File: config.mk
export PLATFORM = sky130hd
export DESIGN_NAME = kf8259_inta_master
export DESIGN_NICKNAME = d
export VERILOG_FILES = /design/src/rtl/kf8259_inta_master.sv
export SDC_FILE = /design/constraint.sdc
export NUM_CORES = 1
export LEC_CHECK = 0
export CAP_MARGIN = 30
export CORE_ASPECT_RATIO = 0.75
export CORE_MARGIN = 3
export CORE_UTILIZATION = 52
export CTS_CLUSTER_SIZE = 25
export DETAILED_ROUTE_END_ITERATION = 16
export HOLD_SLACK_MARGIN = 0.06
export PLACE_DENSITY = 0.82
export SLEW_MARGIN = 20
export SYNTH_ARGS = -nofsm -noshare
export SYNTH_HDL_FRONTEND = slang
export SYNTH_SLANG_ARGS = --single-unit
File: constraint.sdc
create_clock -name clock -period 2.95 [get_ports clock]
set_input_delay 0.295 -clock clock [delete_from_list [all_inputs] [get_ports clock]]
set_output_delay 0.295 -clock clock [all_outputs]
set_load 0.05 [all_outputs]
File: src/rtl/kf8259_inta_master.sv
// CPU-side INTA sequencer for the KF8259: synchronizes INT, generates the
// 2-pulse (8086) or 3-pulse (8080) INTA_N train and returns the captured vector.
module kf8259_inta_master #(
    parameter int unsigned PULSE_WIDTH = 4,
    parameter int unsigned GAP_WIDTH   = 2
) (
    input  logic        clock,
    input  logic        reset_n,
    input  logic        interrupt,
    input  logic        enable,
    input  logic        mode_8086,
    input  logic [7:0]  data_bus_in,
    output logic        interrupt_acknowledge_n,
    output logic        vector_valid,
    input  logic        vector_ready,
    output logic [7:0]  vector,
    output logic [15:0] call_address,
    output logic        opcode_error,
    output logic        busy
);

    typedef enum logic [2:0] {
        IDLE,
        LOW,
        GAP,
        VALID,
        RECOVER
    } state_t;

    localparam logic [3:0] LOW_LOAD = 4'(PULSE_WIDTH - 1);
    localparam logic [3:0] GAP_LOAD = 4'(GAP_WIDTH - 1);
    // RECOVER plus the following IDLE cycle keep INTA_N high for GAP_WIDTH+2
    // cycles after the handshake edge before the next possible fall.
    localparam logic [3:0] REC_LOAD = 4'(GAP_WIDTH);
    localparam logic [7:0] CALL_OPCODE = 8'hCD;

    state_t      state_q, state_d;
    logic [3:0]  cnt_q, cnt_d;
    logic [1:0]  pulse_q, pulse_d;
    logic        mode_q, mode_d;
    logic        inta_n_q, inta_n_d;
    logic        valid_q, valid_d;
    logic [7:0]  vector_q, vector_d;
    logic [15:0] call_q, call_d;
    logic        operr_q, operr_d;
    logic        busy_q, busy_d;
    logic        sync1_q, sync2_q;
    logic        int_sync;
    logic        last_pulse;

    assign int_sync   = sync2_q;
    assign last_pulse = mode_q ? (pulse_q == 2'd2) : (pulse_q == 2'd3);

    always_ff @(posedge clock or negedge reset_n) begin
        if (!reset_n) begin
            sync1_q <= 1'b0;
            sync2_q <= 1'b0;
        end else begin
            sync1_q <= interrupt;
            sync2_q <= sync1_q;
        end
    end

    always_ff @(posedge clock or negedge reset_n) begin
        if (!reset_n) begin
            state_q  <= IDLE;
            cnt_q    <= '0;
            pulse_q  <= '0;
            mode_q   <= 1'b0;
            inta_n_q <= 1'b1;
            valid_q  <= 1'b0;
            vector_q <= '0;
            call_q   <= '0;
            operr_q  <= 1'b0;
            busy_q   <= 1'b0;
        end else begin
            state_q  <= state_d;
            cnt_q    <= cnt_d;
            pulse_q  <= pulse_d;
            mode_q   <= mode_d;
            inta_n_q <= inta_n_d;
            valid_q  <= valid_d;
            vector_q <= vector_d;
            call_q   <= call_d;
            operr_q  <= operr_d;
            busy_q   <= busy_d;
        end
    end

    always_comb begin
        state_d  = state_q;
        cnt_d    = cnt_q;
        pulse_d  = pulse_q;
        mode_d   = mode_q;
        inta_n_d = inta_n_q;
        valid_d  = valid_q;
        vector_d = vector_q;
        call_d   = call_q;
        operr_d  = operr_q;

        case (state_q)
            IDLE: begin
                if (int_sync && enable) begin
                    state_d  = LOW;
                    cnt_d    = LOW_LOAD;
                    pulse_d  = 2'd1;
                    mode_d   = mode_8086;
                    inta_n_d = 1'b0;
                    vector_d = '0;
                    call_d   = '0;
                    operr_d  = 1'b0;
                end
            end
            LOW: begin
                if (cnt_q != 4'd0) begin
                    cnt_d = cnt_q - 4'd1;
                end else begin
                    inta_n_d = 1'b1;
                    case (pulse_q)
                        2'd1: begin
                            if (!mode_q && (data_bus_in != CALL_OPCODE)) begin
                                operr_d = 1'b1;
                            end
                        end
                        2'd2: begin
                            vector_d = data_bus_in;
                            if (!mode_q) begin
                                call_d[7:0] = data_bus_in;
                            end
                        end
                        2'd3: call_d[15:8] = data_bus_in;
                        default: ;
                    endcase
                    if (last_pulse) begin
                        state_d = VALID;
                        valid_d = 1'b1;
                    end else begin
                        state_d = GAP;
                        cnt_d   = GAP_LOAD;
                    end
                end
            end
            GAP: begin
                if (cnt_q != 4'd0) begin
                    cnt_d = cnt_q - 4'd1;
                end else begin
                    state_d  = LOW;
                    cnt_d    = LOW_LOAD;
                    pulse_d  = pulse_q + 2'd1;
                    inta_n_d = 1'b0;
                end
            end
            VALID: begin
                if (vector_ready) begin
                    state_d = RECOVER;
                    valid_d = 1'b0;
                    cnt_d   = REC_LOAD;
                end
            end
            RECOVER: begin
                if (cnt_q != 4'd0) begin
                    cnt_d = cnt_q - 4'd1;
                end else begin
                    state_d = IDLE;
                end
            end
            default: begin
                state_d  = IDLE;
                inta_n_d = 1'b1;
                valid_d  = 1'b0;
            end
        endcase

        busy_d = (state_d != IDLE);
    end

    assign interrupt_acknowledge_n = inta_n_q;
    assign vector_valid            = valid_q;
    assign vector                  = vector_q;
    assign call_address            = call_q;
    assign opcode_error            = operr_q;
    assign busy                    = busy_q;

endmodule

# Word level (Yosys, flattened, before mapping)
# Cells that the tools add are included.
dict set report totals {
  ff_bits 40
  input_bits 14
  output_inout_bits 28
}
dict set report classes {
  add_sub_neg 2
  eq_ne 20
  n_mux 40
  bitwise 2
  n_reduce_logical 20
}
# cell count
set op_table {}
lappend op_table {{8-bit two-way mux} 6}
lappend op_table {{16-bit two-way mux} 2}
lappend op_table {{16-bit one-hot mux with 2 select lines} 1}
lappend op_table {{4-bit two-way mux} 6}
lappend op_table {{2-bit != test, second input constant} 10}
lappend op_table {{4-bit one-hot mux with 5 select lines} 1}
lappend op_table {{8-bit one-hot mux with 2 select lines} 1}
lappend op_table {{4-bit AND reduction} 4}
lappend op_table {{3-bit two-way mux} 5}
lappend op_table {{3-bit one-hot mux with 5 select lines} 1}
lappend op_table {{5-bit AND reduction} 3}
lappend op_table {{1-bit two-way mux} 11}
lappend op_table {{8-bit != test, second input constant} 1}
lappend op_table {{3-bit by 2-bit == test with 1-bit output, second input constant} 2}
lappend op_table {{5-bit nonzero test} 1}
lappend op_table {{2-bit == test, second input constant} 2}
lappend op_table {{2-bit two-way mux} 2}
lappend op_table {{1-bit one-hot mux with 4 select lines} 1}
lappend op_table {{2-bit one-hot mux with 2 select lines} 1}
lappend op_table {{2-bit nonzero test} 2}
lappend op_table {{4-bit nonzero test} 1}
lappend op_table {{4-bit by 1-bit subtractor with 4-bit output, second input constant} 1}
lappend op_table {{3-bit by 1-bit == test with 1-bit output, second input constant} 1}
lappend op_table {{3-bit == test, second input constant} 1}
lappend op_table {{other kinds (15)} 17}

# Logic depth before layout (Yosys ltp)
dict set report depth {
  word_depth 6
  depth_mapped 7
  ltp_nobuf 6
}

# Worst setup path before layout
# Ideal clock, no wire load.
dict set report synth_path {
  path_type {reg2reg}
  startpoint {reg cnt_q[0]}
  endpoint {reg call_q[9] (netlist: call_address[9])}
  setup_ns 0.125
  arrival_ns 1.733
  t_required_ns 2.825
  setup_slack_ns 1.092
  path_stages_with_launch 8
  period_less_slack_ns 1.858
  path_cell_list {dfrtp_1 -> inv_1 -> ha_1 -> or3b_4 -> buf_6 -> nor2_8 -> a21oi_4 -> mux2_4}
}
dict set report synth_via {
  elab_chain_len 3
}
# element line
set synth_lines {}
lappend synth_lines {{start, declared} 38} ;# logic [3:0] cnt_q, cnt_d;
lappend synth_lines {{start signal, assigned} 78} ;# cnt_q <= cnt_d;
lappend synth_lines {{4-bit nonzero test} 115} ;# if (cnt_q != 4'd0) begin
lappend synth_lines {{2-bit != test (no line)} --}
lappend synth_lines {{4-bit AND reduction (no line)} --}
lappend synth_lines {{end signal, assigned} 84} ;# call_q <= call_d;
lappend synth_lines {{end, declared} 44} ;# logic [15:0] call_q, call_d;
# Every way passes these cells.
# A chain may end at the register's enable or synchronous reset.

# Final worst setup path
dict set report layout_path {
  startpoint {reg cnt_q[0]}
  endpoint {reg cnt_q[3]}
}
dict set report layout_via {
  elab_chain_len 3
  word_cells_on_any_way 9
  classes_between {add/sub (1); eq/ne (2); mux (4); reduce/logical (2)}
}
# element line
set layout_lines {}
lappend layout_lines {{4-bit by 1-bit subtractor with 4-bit output / 4-bit nonzero test (equally long branches)} --}
lappend layout_lines {{4-bit two-way mux (tied with other cells)} 161} ;# if (cnt_q != 4'd0) begin
lappend layout_lines {{4-bit one-hot mux with 5 select lines / 5-bit AND reduction (equally long branches)} --}
# Parallel ways exist; a longest one is shown, timed or not. The select of a mux whose other input is x is not followed.

==> flow_summary.yaml <==
outcome:
  status: "completed"
floorplan:
  die_y_um: 60.8
  start_util_pct: 55.5
  coreArea_mm2: 0.00376
  io_pins: 42
  rows: 19
  die_area_mm2: 0.00481
  die_w_um: 79.1
sta:
  slew_headroom_pct: 44.8
  hold_violations: 0
  rsz0062_at_grt: "false"
  min_period_over_period_pct: 76.4
  worst_clock_skew_ns: 0.00605
  fin_tns_setup_ns: 0
  drv_slew: 0
  setup_viol: 0
  worst_slew_pin_slew_ns: 0.826
  timing.fmax_ghz: 0.444
  finalCriticalPeriod_ns: 2.25
global_route:
  grt_overflow: 0
  grt_max_degree: 41
  track_usage_pct: 20.5
  grt_pass1_wl_um: 7520
  first_global_vias: 1494
  antenna_found_initial: 0
layout:
  finalNetCount: 232
  post-route-util_pct: 70.2
  antenna_cells: 0
  syn2layout_area_growth_pct: 26.5
  drive_gt1_share_pct: 22.8
hold_path:
  min_path_type: "flop to flop"
  holdPathStages: 0
setup_path:
  crit_fanout: 7
  startpoint_type: "flop"
  ff2ff_path_depth: 6
  arrival_ns: 2.43
  path_class: "flop to flop"
  r2r_setup_slack_ns: 0.70
  required_ns: 3.12
  end_kind: "flop"
detailed_routing:
  ant_nets: 0
  first_iter_violations: 124
  firstDrtPassIters: 4
  via_count: 1546
  avgRoutedWirePerCell_um: 17.2
  vias_per_cell: 5.79
  drt_wl_total_um: 4600
  drc: 0
yosys:
  yosys-top-cells-count: "dfrtp_1, mux2_2, a21oi_1, mux2_4, nand2_1"
  netlist_area_mm2: 0.00208
  yosysMostFrequentCell: "dfrtp_1"
  netlist_instances: 170
  ys_seq_area_share_pct: 48.1
  yosys.area.top_type: "dfrtp_1"
  synth-main-ff-cell: "dfrtp_1"
  synth.distinct_cells: 47
  synth.area.top_cells: "dfrtp_1, mux2_2, mux2_4"
  async_reset_ff_share_pct: 100
  postSynthAreaPerCell_um2: 12.3
  synth.net_count: 188
  synth_edf_count: 0
  ys_warn_count: 0
  yosysTopAreaCellShare_pct: 46.8
  synth_seq_cells: 40
placement:
  dp_hpwl_um: 3340
  gp_congestion: 0.862
  port_buffers: 41
clock_tree:
  clk_pin_slew_ns: 0.07
  clk_latency_ns: 0.29
  cts.path.max_buffers: 2
  numCtsBuffers: 5
  cts-root-buf: "clkbuf_8"
  clkSinkCount: 40
  htree_levels: 2
  cts_hold_buf: 0
  postCtsSetupBuffers: 0
  post_cts_resized: 0
  cts_tree: "done"
power:
  p_sw_share_pct: 46.2
  pwr-share-seq_pct: 32.6
  leakagePower_nw: 1.23
  comb_power_share_pct: 54.7
  p_int_mw: 1.58
  netSwitchingPower_mw: 1.35
  p_clk_share_pct: 12.7
  ir_drop_v: 0.000562
  power.density_mw_per_mm2: 1110
job:
  drv_cap: 0
## kinds of logic after synthesis
family                     after synthesis  share of synthesized area, %
adders and majority gates                4                          2.40
xor gates and xnor gates                 1                         0.420
buffers and inverters                   13                          3.18
DFF                                     40                          48.1
muxes                                   29                          17.7
AOI/OAI and AO/OA                       37                          13.5
and+or+nand+nor                         46                          14.7
## placed cells by master (no fill, tap or decap), types with 2 or more instances in the layout
cell	instances
mux2i_1	2
nand3_1	8
nor3_4	2
clkbuf_8	6
or3b_4	2
nand2_1	9
and2_1	8
mux2_2	17
a21oi_1	9
mux2_4	9
inv_1	7
nor3b_1	2
dfrtp_1	39
o21ai_0	8
o22ai_1	2
clkinv_2	2
clkdlybuf4s50_1	40
nor2_1	4
o31ai_1	2
a21oi_4	3
ha_1	4
nand2b_1	3
## cell type report
type,count,area (um^2)
Clock buffer,6,82.6
Multi-Input combinational cell,117,1010
Clock inverter,2,10.0
Timing Repair Buffer,43,435
Sequential cell,40,1000
Tap cell,52,65.1
Inverter,7,26.3
Fill cell,293,1120
## sequential cells by signal, summed over array words and instances (netlist names)
name	cells
interrupt_acknowledge_n	1
state_q	3
pulse_q	2
int_sync	1
busy	1
vector	8
cnt_q	4
opcode_error	1
vector_valid	1
call_address	16
sync1_q	1
mode_q	1
## per-stage QoR
step | total power [mW] | cell area [um^2] | std cells | hold WS (ns) | setup slack, ns
final | 2.93 | 2640 | 267 | 0.361 | 0.698
after detailed placement | 2.56 | 2510 | 257 | 0.346 | 0.737
after CTS | 2.93 | 2610 | 265 | 0.148 | 0.728
after global placement | 2.49 | 2510 | 257 | 0.333 | 0.916
after floorplan | 2.11 | 2080 | 170 | -0.000591 | 1.09
after global routing | 3.10 | 2640 | 267 | 0.366 | 0.485
## power groups by stage
stage / clock network, mW / registers (mW) / logic, mW
global placement: 0 / 0.940 / 1.55
global route: 0.407 / 0.977 / 1.71
finish: 0.372 / 0.955 / 1.60
floorplan: 0 / 1.33 / 0.781
detailed placement: 0 / 0.959 / 1.60
CTS: 0.377 / 0.948 / 1.60
## per-layer routing
metal	wire [um]	track usage [%]
met5	0	0
met3	308	4.15
met1	1960	26.9
met2	2290	34.8
met4	48	6.62
## critical path, cell delays in order (launching register included)
cell,delay (ns)
dfrtp_1,0.41
inv_1,0.11
ha_1,0.21
nor3b_1,0.70
o32ai_1,0.21
a21boi_4,0.21
a211o_1,0.28
## path summary, 6_finish.rpt
path	start	endpoint
max	cnt_q[0]	cnt_q[3]
min	sync1_q	int_sync
max reg2reg	cnt_q[0]	cnt_q[3]
min reg2reg	sync1_q	int_sync
max in group asynchronous	reset_n	cnt_q[0]
min in group asynchronous	reset_n	cnt_q[2]
Note: power is estimated with default switching activity, not from simulation.
